File: config.mk
export PLATFORM = sky130hd
export DESIGN_NAME = pito_prog_loader_flat
export DESIGN_NICKNAME = d
export VERILOG_FILES = /design/src/rtl/pito_prog_loader_if.sv /design/src/rtl/pito_prog_loader.sv /design/src/flat_wrapper.sv
export SDC_FILE = /design/constraint.sdc
export NUM_CORES = 1
export LEC_CHECK = 0
export BUFFER_PORTS_ARGS = -buffer_cell sky130_fd_sc_hd__buf_2
export CORE_UTILIZATION = 40
export CTS_BUF_LIST = sky130_fd_sc_hd__clkbuf_4 sky130_fd_sc_hd__clkbuf_8
export DETAILED_ROUTE_END_ITERATION = 12
export GPL_TIMING_DRIVEN = 0
export PLACE_DENSITY_LB_ADDON = 0.12
export SLEW_MARGIN = 20
export SYNTH_ARGS = -nofsm -noshare
export SYNTH_HDL_FRONTEND = slang
export SYNTH_SLANG_ARGS = --single-unit
File: constraint.sdc
create_clock -name rv32_io_clk -period 2.82 [get_ports rv32_io_clk]
set_clock_uncertainty 0.05 [all_clocks]
set_input_delay 0.282 -clock rv32_io_clk [delete_from_list [all_inputs] [get_ports rv32_io_clk]]
set_output_delay 0.282 -clock rv32_io_clk [all_outputs]
set_load 0.02 [all_outputs]
File: src/rtl/pito_prog_loader_if.sv
// Host byte stream and memory/core programming bus of pito_prog_loader.
// slave modport: the loader itself. master modport: host/core side.
interface pito_prog_loader_if #(
  parameter int unsigned ADDR_W = 12
);
  logic [7:0]        ld_in_data;
  logic              ld_in_valid;
  logic              ld_in_ready;
  logic [ADDR_W-1:0] ld_mem_addr;
  logic [31:0]       ld_mem_data;
  logic              ld_imem_w_en;
  logic              ld_dmem_w_en;
  logic              ld_program;
  logic              ld_core_rst_n;
  logic              ld_busy;
  logic              ld_done;
  logic              ld_err;

  modport slave (
    input  ld_in_data, ld_in_valid,
    output ld_in_ready, ld_mem_addr, ld_mem_data, ld_imem_w_en, ld_dmem_w_en,
           ld_program, ld_core_rst_n, ld_busy, ld_done, ld_err
  );

  modport master (
    output ld_in_data, ld_in_valid,
    input  ld_in_ready, ld_mem_addr, ld_mem_data, ld_imem_w_en, ld_dmem_w_en,
           ld_program, ld_core_rst_n, ld_busy, ld_done, ld_err
  );
endinterface

File: src/rtl/pito_prog_loader.sv
// pito_prog_loader: parses a host command byte stream and programs the rv32
// core's imem/dmem through its io ports, holding the core in reset while
// loading and releasing it on CMD_RUN.
// Optional: define PITO_LOADER_CKSUM_EN to require a trailing XOR checksum
// byte after every non-empty load.
module pito_prog_loader #(
  parameter int unsigned ADDR_W   = 12,
  parameter logic [7:0]  CMD_IMEM = 8'hA5,
  parameter logic [7:0]  CMD_DMEM = 8'h5A,
  parameter logic [7:0]  CMD_RUN  = 8'h0F,
  parameter logic [7:0]  CMD_HALT = 8'hC3
) (
  input logic              rv32_io_clk,
  input logic              rv32_io_rst_n,
  pito_prog_loader_if.slave ld
);

  localparam int unsigned REM_W     = ADDR_W + 1;
  localparam logic [16:0] MAX_WORDS = 17'(1) << ADDR_W;

  typedef enum logic [2:0] {
    IDLE,
    CNT_LO,
    CNT_HI,
    DATA,
`ifdef PITO_LOADER_CKSUM_EN
    CKSUM,
`endif
    RUN
  } state_t;

  state_t            state_q, state_d;
  logic              target_q, target_d;   // 1: dmem, 0: imem
  logic [7:0]        cnt_lo_q, cnt_lo_d;
  logic [REM_W-1:0]  rem_q, rem_d;         // words still to write
  logic [ADDR_W-1:0] widx_q, widx_d;
  logic [1:0]        bidx_q, bidx_d;
  logic [23:0]       wbuf_q, wbuf_d;
`ifdef PITO_LOADER_CKSUM_EN
  logic [7:0]        cksum_q, cksum_d;
`endif

  logic              in_ready_q, in_ready_d;
  logic [ADDR_W-1:0] addr_q, addr_d;
  logic [31:0]       data_q, data_d;
  logic              imem_q, imem_d;
  logic              dmem_q, dmem_d;
  logic              program_q, program_d;
  logic              core_rst_n_q, core_rst_n_d;
  logic              busy_q, busy_d;
  logic              done_q, done_d;
  logic              err_q, err_d;

  logic              xfer;
  logic [7:0]        b;
  logic [15:0]       cnt_full;

  assign xfer     = ld.ld_in_valid & in_ready_q;
  assign b        = ld.ld_in_data;
  assign cnt_full = {b, cnt_lo_q};

  assign ld.ld_in_ready   = in_ready_q;
  assign ld.ld_mem_addr   = addr_q;
  assign ld.ld_mem_data   = data_q;
  assign ld.ld_imem_w_en  = imem_q;
  assign ld.ld_dmem_w_en  = dmem_q;
  assign ld.ld_program    = program_q;
  assign ld.ld_core_rst_n = core_rst_n_q;
  assign ld.ld_busy       = busy_q;
  assign ld.ld_done       = done_q;
  assign ld.ld_err        = err_q;

  // Next-state and next-output logic; every output is registered from here.
  always_comb begin
    state_d    = state_q;
    target_d   = target_q;
    cnt_lo_d   = cnt_lo_q;
    rem_d      = rem_q;
    widx_d     = widx_q;
    bidx_d     = bidx_q;
    wbuf_d     = wbuf_q;
`ifdef PITO_LOADER_CKSUM_EN
    cksum_d    = cksum_q;
`endif
    in_ready_d = 1'b1;
    addr_d     = addr_q;
    data_d     = data_q;
    imem_d     = 1'b0;
    dmem_d     = 1'b0;
    done_d     = 1'b0;
    err_d      = err_q;

    case (state_q)
      IDLE: begin
        if (xfer) begin
          if (b == CMD_IMEM || b == CMD_DMEM) begin
            target_d = (b == CMD_DMEM);
            err_d    = 1'b0;
            state_d  = CNT_LO;
          end else if (b == CMD_RUN) begin
            if (!err_q) state_d = RUN;
          end else if (b != CMD_HALT) begin
            err_d = 1'b1;
          end
        end
      end
      CNT_LO: begin
        if (xfer) begin
          cnt_lo_d = b;
          state_d  = CNT_HI;
        end
      end
      CNT_HI: begin
        if (xfer) begin
          if (cnt_full == '0) begin
            done_d  = 1'b1;
            state_d = IDLE;
          end else if ({1'b0, cnt_full} > MAX_WORDS) begin
            err_d   = 1'b1;
            state_d = IDLE;
          end else begin
            rem_d   = REM_W'(cnt_full);
            widx_d  = '0;
            bidx_d  = '0;
`ifdef PITO_LOADER_CKSUM_EN
            cksum_d = '0;
`endif
            state_d = DATA;
          end
        end
      end
      DATA: begin
        if (xfer) begin
`ifdef PITO_LOADER_CKSUM_EN
          cksum_d = cksum_q ^ b;
`endif
          bidx_d = bidx_q + 2'd1;
          case (bidx_q)
            2'd0: wbuf_d[7:0]   = b;
            2'd1: wbuf_d[15:8]  = b;
            2'd2: wbuf_d[23:16] = b;
            default: begin
              // Word complete: the write is issued from the registered
              // outputs while the next word's bytes are already arriving.
              data_d = {b, wbuf_q};
              addr_d = widx_q;
              imem_d = ~target_q;
              dmem_d = target_q;
              widx_d = widx_q + 1'b1;
              rem_d  = rem_q - 1'b1;
              if (rem_q == REM_W'(1)) begin
`ifdef PITO_LOADER_CKSUM_EN
                state_d = CKSUM;
`else
                done_d  = 1'b1;
                state_d = IDLE;
`endif
              end
            end
          endcase
        end
      end
`ifdef PITO_LOADER_CKSUM_EN
      CKSUM: begin
        if (xfer) begin
          if (b == cksum_q) done_d = 1'b1;
          else              err_d  = 1'b1;
          state_d = IDLE;
        end
      end
`endif
      RUN: begin
        if (xfer && b == CMD_HALT) state_d = IDLE;
      end
      default: state_d = IDLE;
    endcase

    busy_d       = (state_d != IDLE) && (state_d != RUN);
    core_rst_n_d = (state_d == RUN);
    program_d    = (state_d != RUN);
  end

  // State and output registers; async reset discards any partial word.
  always_ff @(posedge rv32_io_clk or negedge rv32_io_rst_n) begin
    if (!rv32_io_rst_n) begin
      state_q      <= IDLE;
      target_q     <= 1'b0;
      cnt_lo_q     <= '0;
      rem_q        <= '0;
      widx_q       <= '0;
      bidx_q       <= '0;
      wbuf_q       <= '0;
`ifdef PITO_LOADER_CKSUM_EN
      cksum_q      <= '0;
`endif
      in_ready_q   <= 1'b0;
      addr_q       <= '0;
      data_q       <= '0;
      imem_q       <= 1'b0;
      dmem_q       <= 1'b0;
      program_q    <= 1'b1;
      core_rst_n_q <= 1'b0;
      busy_q       <= 1'b0;
      done_q       <= 1'b0;
      err_q        <= 1'b0;
    end else begin
      state_q      <= state_d;
      target_q     <= target_d;
      cnt_lo_q     <= cnt_lo_d;
      rem_q        <= rem_d;
      widx_q       <= widx_d;
      bidx_q       <= bidx_d;
      wbuf_q       <= wbuf_d;
`ifdef PITO_LOADER_CKSUM_EN
      cksum_q      <= cksum_d;
`endif
      in_ready_q   <= in_ready_d;
      addr_q       <= addr_d;
      data_q       <= data_d;
      imem_q       <= imem_d;
      dmem_q       <= dmem_d;
      program_q    <= program_d;
      core_rst_n_q <= core_rst_n_d;
      busy_q       <= busy_d;
      done_q       <= done_d;
      err_q        <= err_d;
    end
  end

endmodule
File: src/flat_wrapper.sv
// flat-port wrapper written by rule: the top's interface ports become plain ports
module pito_prog_loader_flat 
#(
  parameter int unsigned ADDR_W   = 12,
  parameter logic [7:0]  CMD_IMEM = 8'hA5,
  parameter logic [7:0]  CMD_DMEM = 8'h5A,
  parameter logic [7:0]  CMD_RUN  = 8'h0F,
  parameter logic [7:0]  CMD_HALT = 8'hC3
)
  (rv32_io_clk, rv32_io_rst_n, ld_ld_in_data, ld_ld_in_valid, ld_ld_in_ready, ld_ld_mem_addr, ld_ld_mem_data, ld_ld_imem_w_en, ld_ld_dmem_w_en, ld_ld_program, ld_ld_core_rst_n, ld_ld_busy, ld_ld_done, ld_ld_err);
  pito_prog_loader_if #(.ADDR_W(ADDR_W)) ld_i ();
  input logic rv32_io_clk;
  input logic rv32_io_rst_n;
  input wire logic [$bits(ld_i.ld_in_data)-1:0] ld_ld_in_data;
  input wire logic [$bits(ld_i.ld_in_valid)-1:0] ld_ld_in_valid;
  output wire logic [$bits(ld_i.ld_in_ready)-1:0] ld_ld_in_ready;
  output wire logic [$bits(ld_i.ld_mem_addr)-1:0] ld_ld_mem_addr;
  output wire logic [$bits(ld_i.ld_mem_data)-1:0] ld_ld_mem_data;
  output wire logic [$bits(ld_i.ld_imem_w_en)-1:0] ld_ld_imem_w_en;
  output wire logic [$bits(ld_i.ld_dmem_w_en)-1:0] ld_ld_dmem_w_en;
  output wire logic [$bits(ld_i.ld_program)-1:0] ld_ld_program;
  output wire logic [$bits(ld_i.ld_core_rst_n)-1:0] ld_ld_core_rst_n;
  output wire logic [$bits(ld_i.ld_busy)-1:0] ld_ld_busy;
  output wire logic [$bits(ld_i.ld_done)-1:0] ld_ld_done;
  output wire logic [$bits(ld_i.ld_err)-1:0] ld_ld_err;
  assign ld_i.ld_in_data = ld_ld_in_data;
  assign ld_i.ld_in_valid = ld_ld_in_valid;
  assign ld_ld_in_ready = ld_i.ld_in_ready;
  assign ld_ld_mem_addr = ld_i.ld_mem_addr;
  assign ld_ld_mem_data = ld_i.ld_mem_data;
  assign ld_ld_imem_w_en = ld_i.ld_imem_w_en;
  assign ld_ld_dmem_w_en = ld_i.ld_dmem_w_en;
  assign ld_ld_program = ld_i.ld_program;
  assign ld_ld_core_rst_n = ld_i.ld_core_rst_n;
  assign ld_ld_busy = ld_i.ld_busy;
  assign ld_ld_done = ld_i.ld_done;
  assign ld_ld_err = ld_i.ld_err;
  pito_prog_loader #(.ADDR_W(ADDR_W), .CMD_IMEM(CMD_IMEM), .CMD_DMEM(CMD_DMEM), .CMD_RUN(CMD_RUN), .CMD_HALT(CMD_HALT)) u_core (.rv32_io_clk(rv32_io_clk), .rv32_io_rst_n(rv32_io_rst_n), .ld(ld_i));
endmodule
== Word level (Yosys, flattened, before mapping) ==
Cells that the tools add are included.
Word-level totals
  logic and storage cells: 118
  output and inout bits: 52
  bits in registers: 115
  bits of input ports: 11
Operators by class
  eq/ne operators: 23
  add/sub/neg operators: 3
  bitwise logic cells: 3
  reductions and logical operators: 19
  muxes and demuxes: 50
  $lt $le $gt $ge: 1
Operators with widths (count)
  2-to-1 mux 13 bit: 5
  2-to-1 mux 12 bit: 5
  2-to-1 mux 3 bit: 11
  case mux 13 bit (2 select lines): 1
  case mux 12 bit (2 select lines): 1
  2-to-1 mux 1 bit: 18
  equality test 8 bit (second input constant): 2
  greater-than comparator 16 x 13 -> 1 bit (second input constant): 1
  zero test 16 bit: 1
  case mux 3 bit (5 select lines): 1
  AND reduction 3 bit: 5
  equality test 13 x 1 -> 1 bit (second input constant): 1
  subtractor 13 x 1 -> 13 bit (second input constant): 1
  adder 12 x 1 -> 12 bit (second input constant): 1
  2-to-1 mux 2 bit: 5
  equality test 8 x 4 -> 1 bit (second input constant): 1
  equality test 8 x 7 -> 1 bit (second input constant): 1
  inequality test 2 x 1 -> 1 bit (second input constant): 4
  inequality test 8 bit (second input constant): 1
  AND reduction 7 bit: 1
  equality test 3 x 2 -> 1 bit (second input constant): 2
  equality test 3 bit (second input constant): 2
  inequality test 2 bit (second input constant): 3
  AND reduction 6 bit: 1
  20 further kinds: 24

== Longest topological paths before layout ==
Gate-level depths: netlist (run 1).
  depth in word-level cells: 7
  depth in mapped cells: 8
  depth with buffers taken out: 7

== Worst setup path after synthesis (run 1) ==
No wires, ideal clock.
  path type: reg2reg
  start point: register u_core.cnt_lo_q[1]
  end point: register u_core.rem_q[0]
  buffers on the path: 1
  data required time: 2.643 ns
  setup time: 0.127 ns
  cell stages (with the launch flop): 8
  setup slack: 0.442 ns
  clock period less this slack: 2.378 ns
  arrival time: 2.201 ns
  cells stage by stage: dfrtp_1 > or4_1 > or4_4 > and2_4 > a31o_1 > buf_6 > nand3_1 > o211ai_2
On the way
  cells in the longest elaborated chain, start to end: 3
  elaborated cells between the ends (all ways): 5
  those cells by class: 1 x order compare; 2 x eq/ne; 2 x reduce/logical
RTL lines
  start, declared: line pito_prog_loader.sv:34  | logic [7:0] cnt_lo_q, cnt_lo_d;
  start signal, assigned: line pito_prog_loader.sv:209  | cnt_lo_q <= cnt_lo_d;
  greater-than comparator 16 x 13 -> 1 bit / zero test 16 bit (equally long branches): line pito_prog_loader.sv:118, pito_prog_loader.sv:115
  inequality test 2 bit (no line)
  AND reduction 6 bit (no line) (*)
  end signal, assigned: line pito_prog_loader.sv:210  | rem_q <= rem_d;
  end, declared: line pito_prog_loader.sv:35  | logic [REM_W-1:0] rem_q, rem_d;
Every way passes the cells marked *; elsewhere a longest branch is shown, timed or not.
A chain may end at the register's enable or synchronous reset.

== Final worst setup path (run 1) ==
Ends and elaborated chain as after synthesis.

==> Implementation_results.wiki, run 1 <==
{| class="wikitable"
! Metric !! Value
|-
| Rel. slew slack || around 30%
|-
| Worst-path fanout max || 10
|-
| Deepest clock path buffer count || 2
|-
| Detailed Place HPWL || between 7000 and 8000 um
|-
| Startpoint types || flop
|-
| Router iterations before antenna repair || 4
|-
| Proportion of netlist area held by the largest area contributor || between 50% and 60%
|-
| Drt initial violations || ~140
|-
| Area after detailed placement || roughly 5700 um^2
|-
| Async set or reset register ratio after synthesis || between 90% and 100%
|-
| Met1 layer wirelength in the final routing || ~5300 um
|-
| Type of destination of the critical path || flop
|-
| Global routing usage summed across all routing layers || roughly 19%
|-
| Wire length of the first global-routing pass || ~19000 um
|-
| Share of the synthesized netlist area taken by xor and xnor gates || between 1.5 and 2%
|-
| Number of enable-type register cells in the synthesized netlist || 0
|-
| Hold Crit Class || primary input to flop
|-
| Max Cap Violations || 0
|-
| Worst hold slack across all endpoints || about 0.11 ns
|-
| Routability cong. || roughly 0.85
|-
| Sequential cell area || 2880 um^2
|-
| Maximum number of pins on one net before global-route repair || 83
|-
| CP Cell Sequence || or4_1 > or4_4 > and2_4 > a31o_1 > buf_6 > nand3_1 > o211ai_2
|-
| DRC violations left || 0
|-
| Final cell count without fillers || about 700
|-
| Endpoint required time on the critical path || roughly 3 ns
|-
| Library cell with the largest summed area after synthesis || dfrtp_1
|-
| Post-synthesis average cell area || 12.1 um^2
|-
| CTS Root Cell || clkbuf_8
|-
| Destination of the worst register-to-register timing path || u_core.rem_q[0]
|-
| Routed wl met2 || ~5400 um
|-
| Post-DRT Antenna Nets || 0
|-
| Worst path arrival time || approximately 2.9 ns
|-
| Final Instance Area || roughly 6000 um^2
|-
| Slew @ Worst Pin || roughly 1.0 ns
|-
| Final Net Count || 520
|-
| Yosys warns || 0
|-
| Number of placed cells counting well taps || 650
|-
| Largest family of logic cells by synthesized area || multiplexers
|-
| Total number of vias || approximately 3500
|-
| Worst-case vdd ir drop || a little over 0.6 mV
|-
| Proportion of synthesized area in mux cells || roughly 16%
|-
| Count leader, synth || dfrtp_1
|-
| Die span in y || approximately 120 um
|-
| Routed len/inst || 16.6 um
|-
| Summed instance area of the synthesized netlist || ~5100 um^2
|-
| Post-CTS Setup Repair Bufs || 0
|-
| Share of the clock period used by the worst path after layout || between 90 and 100%
|-
| Static leakage || 2.76 nW
|-
| Area inside the core boundary || approximately 12000 um^2
|-
| Number of max-slew violations in the final report || 0
|-
| Post-CTS clock slew at the launch and capture registers of the worst setup and hold paths || 0.07 ns
|-
| Area of the multi-input gates || 2110 um^2
|-
| Part of the Yosys area used for sequential elements || a little under three fifths
|-
| Status || completed
|-
| Number of cells traversed by the worst register-to-register path || 7
|-
| Setup Total Neg Slack || 0 ns
|-
| Area delta synth->final || 17.6%
|-
| Number of sinks on the clock net || around 120
|-
| Yosys reg bits || 115
|-
| Fraction of the mapped netlist area in compound gates || 8.61%
|-
| Cell area power density || ~1000 nW/um^2
|-
| Die Footprint || approximately 13000 um^2
|-
| Top Family by Delay on Critical Path || simple AND/OR/NAND/NOR gates
|-
| Via density per instance || 5.14
|-
| Largest cells by area after synthesis || dfrtp_1, mux2_2, nor2_1, o21ai_0, nand2_1
|-
| Fin. Hold Viols || 0
|-
| Met3 WL || around 450 um
|-
| End point of the most critical hold path || u_core.wbuf_q[8]
|-
| Unrepaired setup endpoints after global routing || false
|-
| Synth cell count leaders || dfrtp_1, mux2_2, nor2_1
|-
| TritonCTS clock tree || done
|-
| Final Setup Violations || 0
|-
| Proportion of layout cells with a drive suffix above 1 || between 30 and 40%
|-
| Setup slack, reg-to-reg || 0.23 ns
|-
| Initial cell density of the core || around two fifths
|-
| Top sig layer || met4
|-
| Number of buffers and inverters on the critical path || 1
|-
| Cell count of the worst hold path || 2
|-
| Filler cell count || 1177
|-
| Simple logic cell fraction of the synthesized area || 12.7%
|-
| Hold Path Origin || ld_ld_in_data[0]
|-
| Post-Synthesis Net Count || ~440
|-
| Cell with the biggest individual delay on the critical path || or4_1
|-
| Minimum clock period after layout || between 2 and 3 ns
|-
| IO Pins || 63
|-
| Antenna violations before repair || 0
|-
| Number of H-tree levels || 4
|-
| Drt total wl || approximately 11000 um
|-
| Diodes inserted || 0
|-
| Achievable frequency || a little under 0.4 GHz
|-
| Crit Path Category || flop to flop
|-
| Placement row count || 40
|-
| Crit path largest cell delay || between 0.6 and 0.7 ns
|-
| Via count of the first global-routing pass || roughly 3500
|-
| Overall die width || between 100 and 150 um
|-
| Total global routing overflow || 0
|-
| Number of standard cells after synthesis || around 420
|-
| Count of buffers from port buffering || 58
|-
| Fraction of the mapped netlist area in adder cells || 1.71%
|-
| Worst Setup Slack, final || roughly 0.23 ns
|-
| Most common flop cell mapped by yosys || dfrtp_1
|-
| Yosys cell types || between 50 and 60
|-
| Startpoint of the worst-slack reg-to-reg timing path || u_core.cnt_lo_q[1]
|-
| Worst-Skew Late Latency || between 0.4 and 0.5 ns
|-
| Inserted Clock Buffers || 17
|-
| Placement-stage worst setup slack || approximately 0.16 ns
|}
## layer usage
layer | vias up | track usage, %
li1 | 1686 | -
met1 | 1744 | 25.6
met2 | 68 | 30.0
met3 | 13 | 4.74
met4 | 0 | 8.05
met5 | - | 0
## report_power, final
part	leakage (nW)	switching [mW]	internal, mW
Combinational	1.11	1.20	0.872
Sequential	1.46	0.350	2.22
Clock	0.187	0.644	0.722
## flip-flops by register name, indices dropped and copies added (netlist names), 2 cells and up
register and flops:
u_core.bidx_q 2, u_core.cnt_lo_q 8, u_core.ld.ld_mem_addr 12, u_core.ld.ld_mem_data 32, u_core.rem_q 13, u_core.state_q 3, u_core.wbuf_q 24, u_core.widx_q 12
## area by class of cell
cell class | instances | area share [%]
flip-flops and latches | 115 | 47.8
multi-input cells | 278 | 35.0
repair buffers | 60 | 5.54
clock buffers | 21 | 4.38
well taps | 168 | 3.49
plain buffers | 20 | 1.70
clock inverters | 11 | 1.47
inverters | 10 | 0.623
## cells in the final DEF, fill, tap and decap left out, types with 2 or more instances in the layout
| cell type | netlist | final |
|---|---|---|
| nand2_1 | 25 | 25 |
| dfrtp_1 | 114 | 114 |
| nor2_1 | 29 | 28 |
| nand4_1 | 3 | 3 |
| nor4bb_1 | 2 | 2 |
| clkinv_2 | 0 | 7 |
| or4_4 | 2 | 2 |
| o22ai_1 | 4 | 4 |
| clkbuf_8 | 0 | 17 |
| ha_1 | 7 | 7 |
| nor4_1 | 8 | 8 |
| mux2_2 | 75 | 75 |
| or3_1 | 3 | 3 |
| nand2b_1 | 5 | 5 |
| nand3b_1 | 3 | 3 |
| o21ai_0 | 21 | 21 |
| clkbuf_4 | 0 | 4 |
| nand3_1 | 9 | 9 |
| inv_1 | 10 | 10 |
| buf_6 | 3 | 4 |
| o211ai_2 | 2 | 2 |
| a31oi_1 | 3 | 3 |
| a31oi_4 | 2 | 2 |
| xnor2_1 | 9 | 9 |
| or4_1 | 5 | 5 |
| nor3_1 | 17 | 17 |
| a21oi_1 | 15 | 15 |
| clkbuf_1 | 12 | 12 |
| buf_2 | 3 | 60 |
| and3_1 | 2 | 2 |
| a22oi_1 | 4 | 4 |
| clkinvlp_4 | 0 | 2 |
| and4b_1 | 2 | 2 |
## repair_timing
action / 4_1_cts / 5_1_grt
endpoints found under the setup margin: 0 / 12
hold endpoints to repair: 33 / 0
gates resized for setup: 0 / 2
hold buffers: 1 / 0
## worst max path at each step
stage | from | end | slack (ns) | cells after the start
detailed placement | u_core.state_q[1] | u_core.ld.ld_mem_data[6] | 0.16 | 6
finish | u_core.cnt_lo_q[1] | u_core.rem_q[0] | 0.23 | 7
global route | u_core.state_q[2] | u_core.ld.ld_mem_data[31] | 0.03 | 7
CTS | u_core.state_q[1] | u_core.ld.ld_mem_data[2] | 0.13 | 6
global placement | rv32_io_rst_n | u_core.rem_q[3] | 0.03 | 1
floorplan | u_core.cnt_lo_q[1] | u_core.rem_q[0] | 0.44 | 7
## cells by family after synthesis
group                      Yosys count
AOI/OAI and AO/OA                   63
adders and majority gates            7
buffers and inverters               30
DFF                                115
muxes                               75
and+or+nand+nor                    123
xor gates and xnor gates             9
other                                1
## metrics by stage
step | total power [mW] | utilization (%)
after floorplan | 4.02 | -
after global placement | 4.63 | 45.9
after detailed placement | 4.70 | 46.2
after CTS | 6.08 | 49.1
after global routing | 6.42 | 49.2
final | 6.01 | 49.2
(Power assumes the default switching activity.)
==> run 2: changes to the inputs <==
- PLACE_DENSITY_LB_ADDON: 0.12 -> default
==> Implementation_results.wiki, run 2 (synthesis results as in run 1) <==
{| class="wikitable"
! Metric !! Value
|-
| Status || completed
|-
| Area delta synth->final || 18.8%
|-
| Cell with the biggest individual delay on the critical path || or4_1
|-
| Number of placed cells counting well taps || 650 (unchanged)
|-
| Power, Total || 6.26 mW (+4.1%)
|-
| Count of buffers from port buffering || 58 (unchanged)
|-
| Max Cap Violations || 0 (unchanged)
|-
| Most common cell after layout, fill and taps aside || dfrtp_1
|-
| Sequential cell area || 2880 um^2 (unchanged)
|-
| Most frequent cells in the layout || dfrtp_1, mux2_2, buf_2
|-
| Post-CTS Setup Repair Bufs || 0 (unchanged)
|-
| Area inside the core boundary || 12300 um^2 (unchanged)
|-
| Static leakage || 2.79 nW (+1.0%)
|-
| Endpoint required time on the critical path || 3.09 ns (about the same)
|-
| Number of sinks on the clock net || 115 (unchanged)
|-
| Drt total wl || 11400 um (+0.37%)
|-
| Die Footprint || 13300 um^2 (unchanged)
|-
| Minimum clock period after layout || 2.58 ns (-0.00441 ns)
|-
| Initial cell density of the core || 41.8% (unchanged)
|-
| Rel. slew slack || 33.0% (+3.1 points)
|-
| Via count of the first global-routing pass || 3587 (+1.6%)
|-
| Hold Crit Class || primary input to flop
|-
| Overall die width || 115 um (unchanged)
|-
| Crit path largest cell delay || 0.64 ns (about the same)
|-
| Deepest clock path buffer count || 2 (unchanged)
|-
| Diodes inserted || 0 (unchanged)
|-
| Area of the multi-input gates || 2110 um^2 (unchanged)
|-
| Maximum number of pins on one net before global-route repair || 79 (-4.8%)
|-
| Final cell count without fillers || 682 (-0.15%)
|-
| Die span in y || 115 um (unchanged)
|-
| IO Pins || 63 (unchanged)
|-
| Top Family by Delay on Critical Path || simple AND/OR/NAND/NOR gates
|-
| Worst path arrival time || 2.85 ns (about the same)
|-
| Startpoint types || flop
|-
| Number of buffers and inverters on the critical path || 1 (unchanged)
|-
| Setup Total Neg Slack || 0 ns (unchanged)
|-
| Total number of vias || 3660 (+4.2%)
|-
| Slew @ Worst Pin || 0.997 ns (-0.0472 ns)
|-
| Number of max-slew violations in the final report || 0 (unchanged)
|-
| Unrepaired setup endpoints after global routing || false
|-
| Achievable frequency || 0.387 GHz (+0.17%)
|-
| Total global routing overflow || 0 (unchanged)
|-
| Worst-path fanout max || 10 (unchanged)
|-
| Drt initial violations || 189 (+40%)
|-
| Worst-case vdd ir drop || 0.639 mV (+5.4%)
|-
| Placement row count || 40 (unchanged)
|-
| Final Net Count || 520 (unchanged)
|-
| TritonCTS clock tree || done
|-
| Post-CTS clock slew at the launch and capture registers of the worst setup and hold paths || 0.07 ns (about the same)
|-
| Detailed Place HPWL || 7850 um (-0.57%)
|-
| Fin. Hold Viols || 0 (unchanged)
|-
| Global routing usage summed across all routing layers || 18.9% (-0.31 points)
|-
| Router iterations before antenna repair || 5 (+1)
|-
| Cell area power density || 1030 nW/um^2 (+3.1%)
|-
| Inserted Clock Buffers || 17 (unchanged)
|-
| CTS Root Cell || clkbuf_8
|-
| Largest register FFs || 32 (unchanged)
|-
| Post-DRT Antenna Nets || 0 (unchanged)
|-
| Via density per instance || 5.37 (+4.4%)
|-
| Type of destination of the critical path || flop
|-
| Number of H-tree levels || 4 (unchanged)
|-
| Final Setup Violations || 0 (unchanged)
|-
| Worst-Skew Late Latency || 0.43 ns (about the same)
|-
| CP Cell Sequence || or4_1 > or4_4 > and2_4 > a31o_1 > buf_6 > nand3_1 > o211ai_2
|-
| Routability cong. || 0.855 (+0.71%)
|-
| Share of the clock period used by the worst path after layout || 91.6% (-0.16 points)
|-
| Crit Path Category || flop to flop
|-
| Wire length of the first global-routing pass || 18600 um (-1.4%)
|-
| DRC violations left || 0 (unchanged)
|-
| Antenna violations before repair || 0 (unchanged)
|-
| Filler cell count || 1105 (-6.1%)
|-
| Proportion of layout cells with a drive suffix above 1 || 36.4% (-0.12 points)
|-
| Routed len/inst || 16.7 um (+0.52%)
|}
run 2: cell count changes in the layout (fill, tap and decap cells not counted), sizes merged:
cell	change
bufinv	+2
clkinv	-2
clkinvlp	-1
run 2: timing repair:
item	CTS	global route
hold endpoints to repair	37	0
hold buffers	1	0
endpoints found under the setup margin	0	12
resized for setup	0	2
run 2: worst paths after layout:
kind | startpoint | end | slack (ns) | depth (start not counted)
max in group asynchronous | rv32_io_rst_n | u_core.cnt_lo_q[0] | 1.77 | 3
min reg2reg | u_core.ld.ld_mem_addr[7] | u_core.ld.ld_mem_addr[7] | 0.42 | 2
min | ld_ld_in_data[0] | u_core.wbuf_q[16] | 0.11 | 2
min in group asynchronous | rv32_io_rst_n | u_core.ld.ld_mem_addr[7] | 0.27 | 2
max reg2reg | u_core.cnt_lo_q[1] | u_core.rem_q[0] | 0.24 | 7
max | u_core.cnt_lo_q[1] | u_core.rem_q[0] | 0.24 | 7
run 2: area by class of cell:
cell class / count / area share, %
Tap cell: 168 / 3.45
Sequential cell: 115 / 47.3
Multi-Input combinational cell: 278 / 34.7
Clock inverter: 10 / 2.16
Buffer: 20 / 1.68
Clock buffer: 21 / 4.64
Inverter: 10 / 0.616
Timing Repair Buffer: 60 / 5.49
run 2: through the flow:
step                utilization, %  setup WS [ns]  hold slack, ns  instance area, um^2
floorplan                        -          0.442         -0.0636                 5130
global placement              45.9         0.0543           0.409                 5630
detailed placement            46.2         0.0619           0.154                 5660
CTS                           49.6         0.0375          0.0953                 6090
global route                  49.7         0.0510          0.0905                 6090
finish                        49.7          0.238           0.111                 6090
run 2: worst register-to-register path: cells and delay by family, from the launching register on:
family	cells	cell delay, ns
AO/OA/AOI/OAI	2	0.32
AND/OR/NAND/NOR	4	1.52
buffers and inverters	1	0.17
flip-flops	1	0.41
run 2: routing by layer:
layer	global-route usage (%)	vias to the layer above	wire length, um
met1	24.5	1852	5280
met5	0	-	0
li1	-	1685	-
met2	29.9	113	5420
met3	6.17	10	547
met4	6.49	0	108
run 2: power breakdown:
| part | leakage [nW] | internal (mW) | switching [mW] | total [mW] |
|---|---|---|---|---|
| combinational | 1.11 | 0.873 | 1.21 | 2.08 |
| clock | 0.215 | 0.942 | 0.641 | 1.58 |
| sequential | 1.46 | 2.23 | 0.371 | 2.60 |
| total | 2.79 | 4.04 | 2.22 | 6.26 |
==> run 3: changes to the inputs <==
- CORE_MARGIN: default -> 2
- CTS_CLUSTER_SIZE: default -> 16
- clock period: 2.82 -> 2.9 ns (I/O delays scaled with it)
==> Implementation_results.wiki, run 3 (synthesis results as in run 1) <==
{| class="wikitable"
! Metric !! Value
|-
| Max Cap Violations || 0 (unchanged)
|-
| Filler cell count || 1157 (+4.7%)
|-
| Initial cell density of the core || 40.8% (-1.0 points)
|-
| Largest register FFs || 32 (unchanged)
|-
| Worst-case vdd ir drop || 0.514 mV (-19%)
|-
| Worst Setup Slack, final || 0.268 ns (+0.0300 ns)
|-
| Status || completed
|-
| Placement row count || 41 (+2.5%)
|-
| Overall die width || 117 um (+1.7%)
|-
| Area inside the core boundary || 12600 um^2 (+2.5%)
|-
| Wire length of the first global-routing pass || 18500 um (-0.30%)
|-
| Cell with the biggest individual delay on the critical path || nor2_1
|-
| Number of cells traversed by the worst register-to-register path || 7 (unchanged)
|-
| Startpoint types || flop
|-
| Logic depth of the worst setup path including buffers || 7 (unchanged)
|-
| CP Cell Sequence || clkbuf_1 > nand3b_1 > nor2_1 > nand2_1 > clkbuf_1 > clkbuf_1 > mux2_2
|-
| Type of destination of the critical path || flop
|-
| Antenna violations before repair || 0 (unchanged)
|-
| Routed len/inst || 16.6 um (-0.57%)
|-
| Routability cong. || 0.865 (+1.2%)
|-
| CTS Root Cell || clkbuf_8
|-
| Number of sinks on the clock net || 115 (unchanged)
|-
| Startpoint of the worst-slack reg-to-reg timing path || u_core.state_q[1]
|-
| DRC violations left || 0 (unchanged)
|-
| Crit Path Category || flop to flop
|-
| Startpoint of the worst setup timing path || u_core.state_q[1]
|-
| Most frequent cells in the layout || dfrtp_1, mux2_2, buf_2
|-
| Total global routing overflow || 0 (unchanged)
|-
| Sequential cell area || 2880 um^2 (unchanged)
|-
| Setup Total Neg Slack || 0 ns (unchanged)
|-
| Cell area power density || 971 nW/um^2 (-5.5%)
|-
| Slew @ Worst Pin || 1.01 ns (+0.0108 ns)
|-
| Share of the clock period used by the worst path after layout || 90.8% (-0.80 points)
|-
| Placement-stage worst setup slack || 0.183 ns (+0.121 ns)
|-
| Worst setup endpoint || u_core.ld.ld_mem_data[31]
|-
| Worst path arrival time || 2.89 ns (+0.04 ns)
|-
| Final Util || 47.9% (-1.7 points)
|-
| Proportion of layout cells with a drive suffix above 1 || 36.2% (-0.19 points)
|-
| Most common cell type on the critical path || clkbuf_1
|-
| Number of buffers and inverters on the critical path || 3 (+2)
|-
| Setup slack, reg-to-reg || 0.27 ns (+0.03 ns)
|-
| Achievable frequency || 0.380 GHz (-1.9%)
|-
| Die span in y || 117 um (+1.7%)
|-
| Fin. Hold Viols || 0 (unchanged)
|-
| Post-CTS clock slew at the launch and capture registers of the worst setup and hold paths || 0.06 ns (about the same)
|-
| Drt total wl || 11400 um (about the same)
|-
| Die Footprint || 13700 um^2 (+3.5%)
|-
| Rel. slew slack || 32.3% (-0.73 points)
|-
| Router iterations before antenna repair || 5 (unchanged)
|-
| Via density per instance || 5.27 (-1.9%)
|-
| Maximum number of pins on one net before global-route repair || 75 (-5.1%)
|-
| Destination of the worst register-to-register timing path || u_core.ld.ld_mem_data[31]
|-
| Deepest clock path buffer count || 2 (unchanged)
|-
| Diodes inserted || 0 (unchanged)
|-
| Power, Total || 5.85 mW (-6.6%)
|-
| Number of placed cells counting well taps || 654 (+0.62%)
|-
| Area delta synth->final || 17.5%
|-
| Worst-path fanout max || 10 (unchanged)
|-
| Global routing usage summed across all routing layers || 18.2% (-0.70 points)
|-
| IO Pins || 63 (unchanged)
|-
| Hold Crit Class || primary input to flop
|-
| Final Setup Violations || 0 (unchanged)
|-
| Most common cell after layout, fill and taps aside || dfrtp_1
|-
| TritonCTS clock tree || done
|-
| Final cell count without fillers || 686 (+0.59%)
|-
| Via count of the first global-routing pass || 3629 (+1.2%)
|-
| Minimum clock period after layout || 2.63 ns (+0.0500 ns)
|-
| Total number of vias || 3612 (-1.3%)
|-
| Worst-Skew Late Latency || 0.43 ns (about the same)
|-
| Endpoint required time on the critical path || 3.16 ns (+0.07 ns)
|-
| Crit path largest cell delay || 0.43 ns (-0.21 ns)
|-
| Detailed Place HPWL || 7940 um (+1.2%)
|-
| Top Family by Delay on Critical Path || buffers and inverters
|-
| Post-DRT Antenna Nets || 0 (unchanged)
|-
| Count of buffers from port buffering || 58 (unchanged)
|-
| Number of max-slew violations in the final report || 0 (unchanged)
|-
| Inserted Clock Buffers || 17 (unchanged)
|-
| Unrepaired setup endpoints after global routing || false
|-
| Static leakage || 2.76 nW (-0.80%)
|-
| Drt initial violations || 236 (+25%)
|-
| Area of the multi-input gates || 2110 um^2 (-0.12%)
|-
| Final Net Count || 520 (unchanged)
|-
| Number of H-tree levels || 4 (unchanged)
|}
==> run 3: report_power, final <==
group	switching (mW)	total (mW)	internal [mW]
registers	0.357	2.52	2.16
logic	1.17	2.01	0.848
clock network	0.588	1.32	0.727
total	2.11	5.85	3.74
==> run 3: stage by stage <==
stage,area (um^2),hold WS (ns)
global placement,5630,0.404
CTS,6020,0.0886
global route,6020,0.0931
floorplan,5130,-0.0556
finish,6020,0.122
detailed placement,5670,0.182
==> run 3: how the worst min path moves through the flow <==
stage / slack (ns) / startpoint / to / depth (start not counted)
2_1_floorplan: -0.06 / rv32_io_rst_n / u_core.bidx_q[0] / 0
5_1_grt: 0.09 / ld_ld_in_data[0] / u_core.ld.ld_mem_data[24] / 2
3_3_place_gp: 0.40 / u_core.target_q / u_core.ld.ld_imem_w_en / 1
6_report: 0.12 / ld_ld_in_data[0] / u_core.ld.ld_mem_data[24] / 2
3_5_place_dp: 0.18 / rv32_io_rst_n / u_core.ld.ld_mem_addr[11] / 1
4_1_cts: 0.09 / ld_ld_in_data[0] / u_core.ld.ld_mem_data[24] / 2
==> run 3: final cells by class <==
cell class / instances / area share, %
inverters: 10 / 0.623
multi-input cells: 278 / 35.0
well taps: 172 / 3.57
clock inverters: 7 / 0.997
repair buffers: 60 / 5.55
clock buffers: 24 / 4.76
flip-flops and latches: 115 / 47.8
plain buffers: 20 / 1.70
==> run 3: worst reg2reg max path, cell delays in order, from the launching register on <==
cell and delay, ns:
dfrtp_1 0.34, clkbuf_1 0.36, nand3b_1 0.16, nor2_1 0.43
nand2_1 0.20, clkbuf_1 0.31, clkbuf_1 0.33, mux2_2 0.34
==> run 3: repair_timing <==
item                       4_1_cts  5_1_grt
buffers inserted                 0        0
resized for setup                0        1
hold endpoints to repair        40        0
hold buffers                     1        0
setup endpoints to repair        0        9
==> run 3: per-layer routing <==
metal | wire [um] | share of wire [%] | vias to the layer above | GRT usage (%)
met4 | 217 | 1.9 | 0 | 8.24
li1 | - | - | 1696 | -
met1 | 5130 | 45 | 1810 | 23.3
met3 | 458 | 4.0 | 14 | 5.10
met2 | 5560 | 49 | 92 | 28.9
met5 | 0 | 0 | - | 0
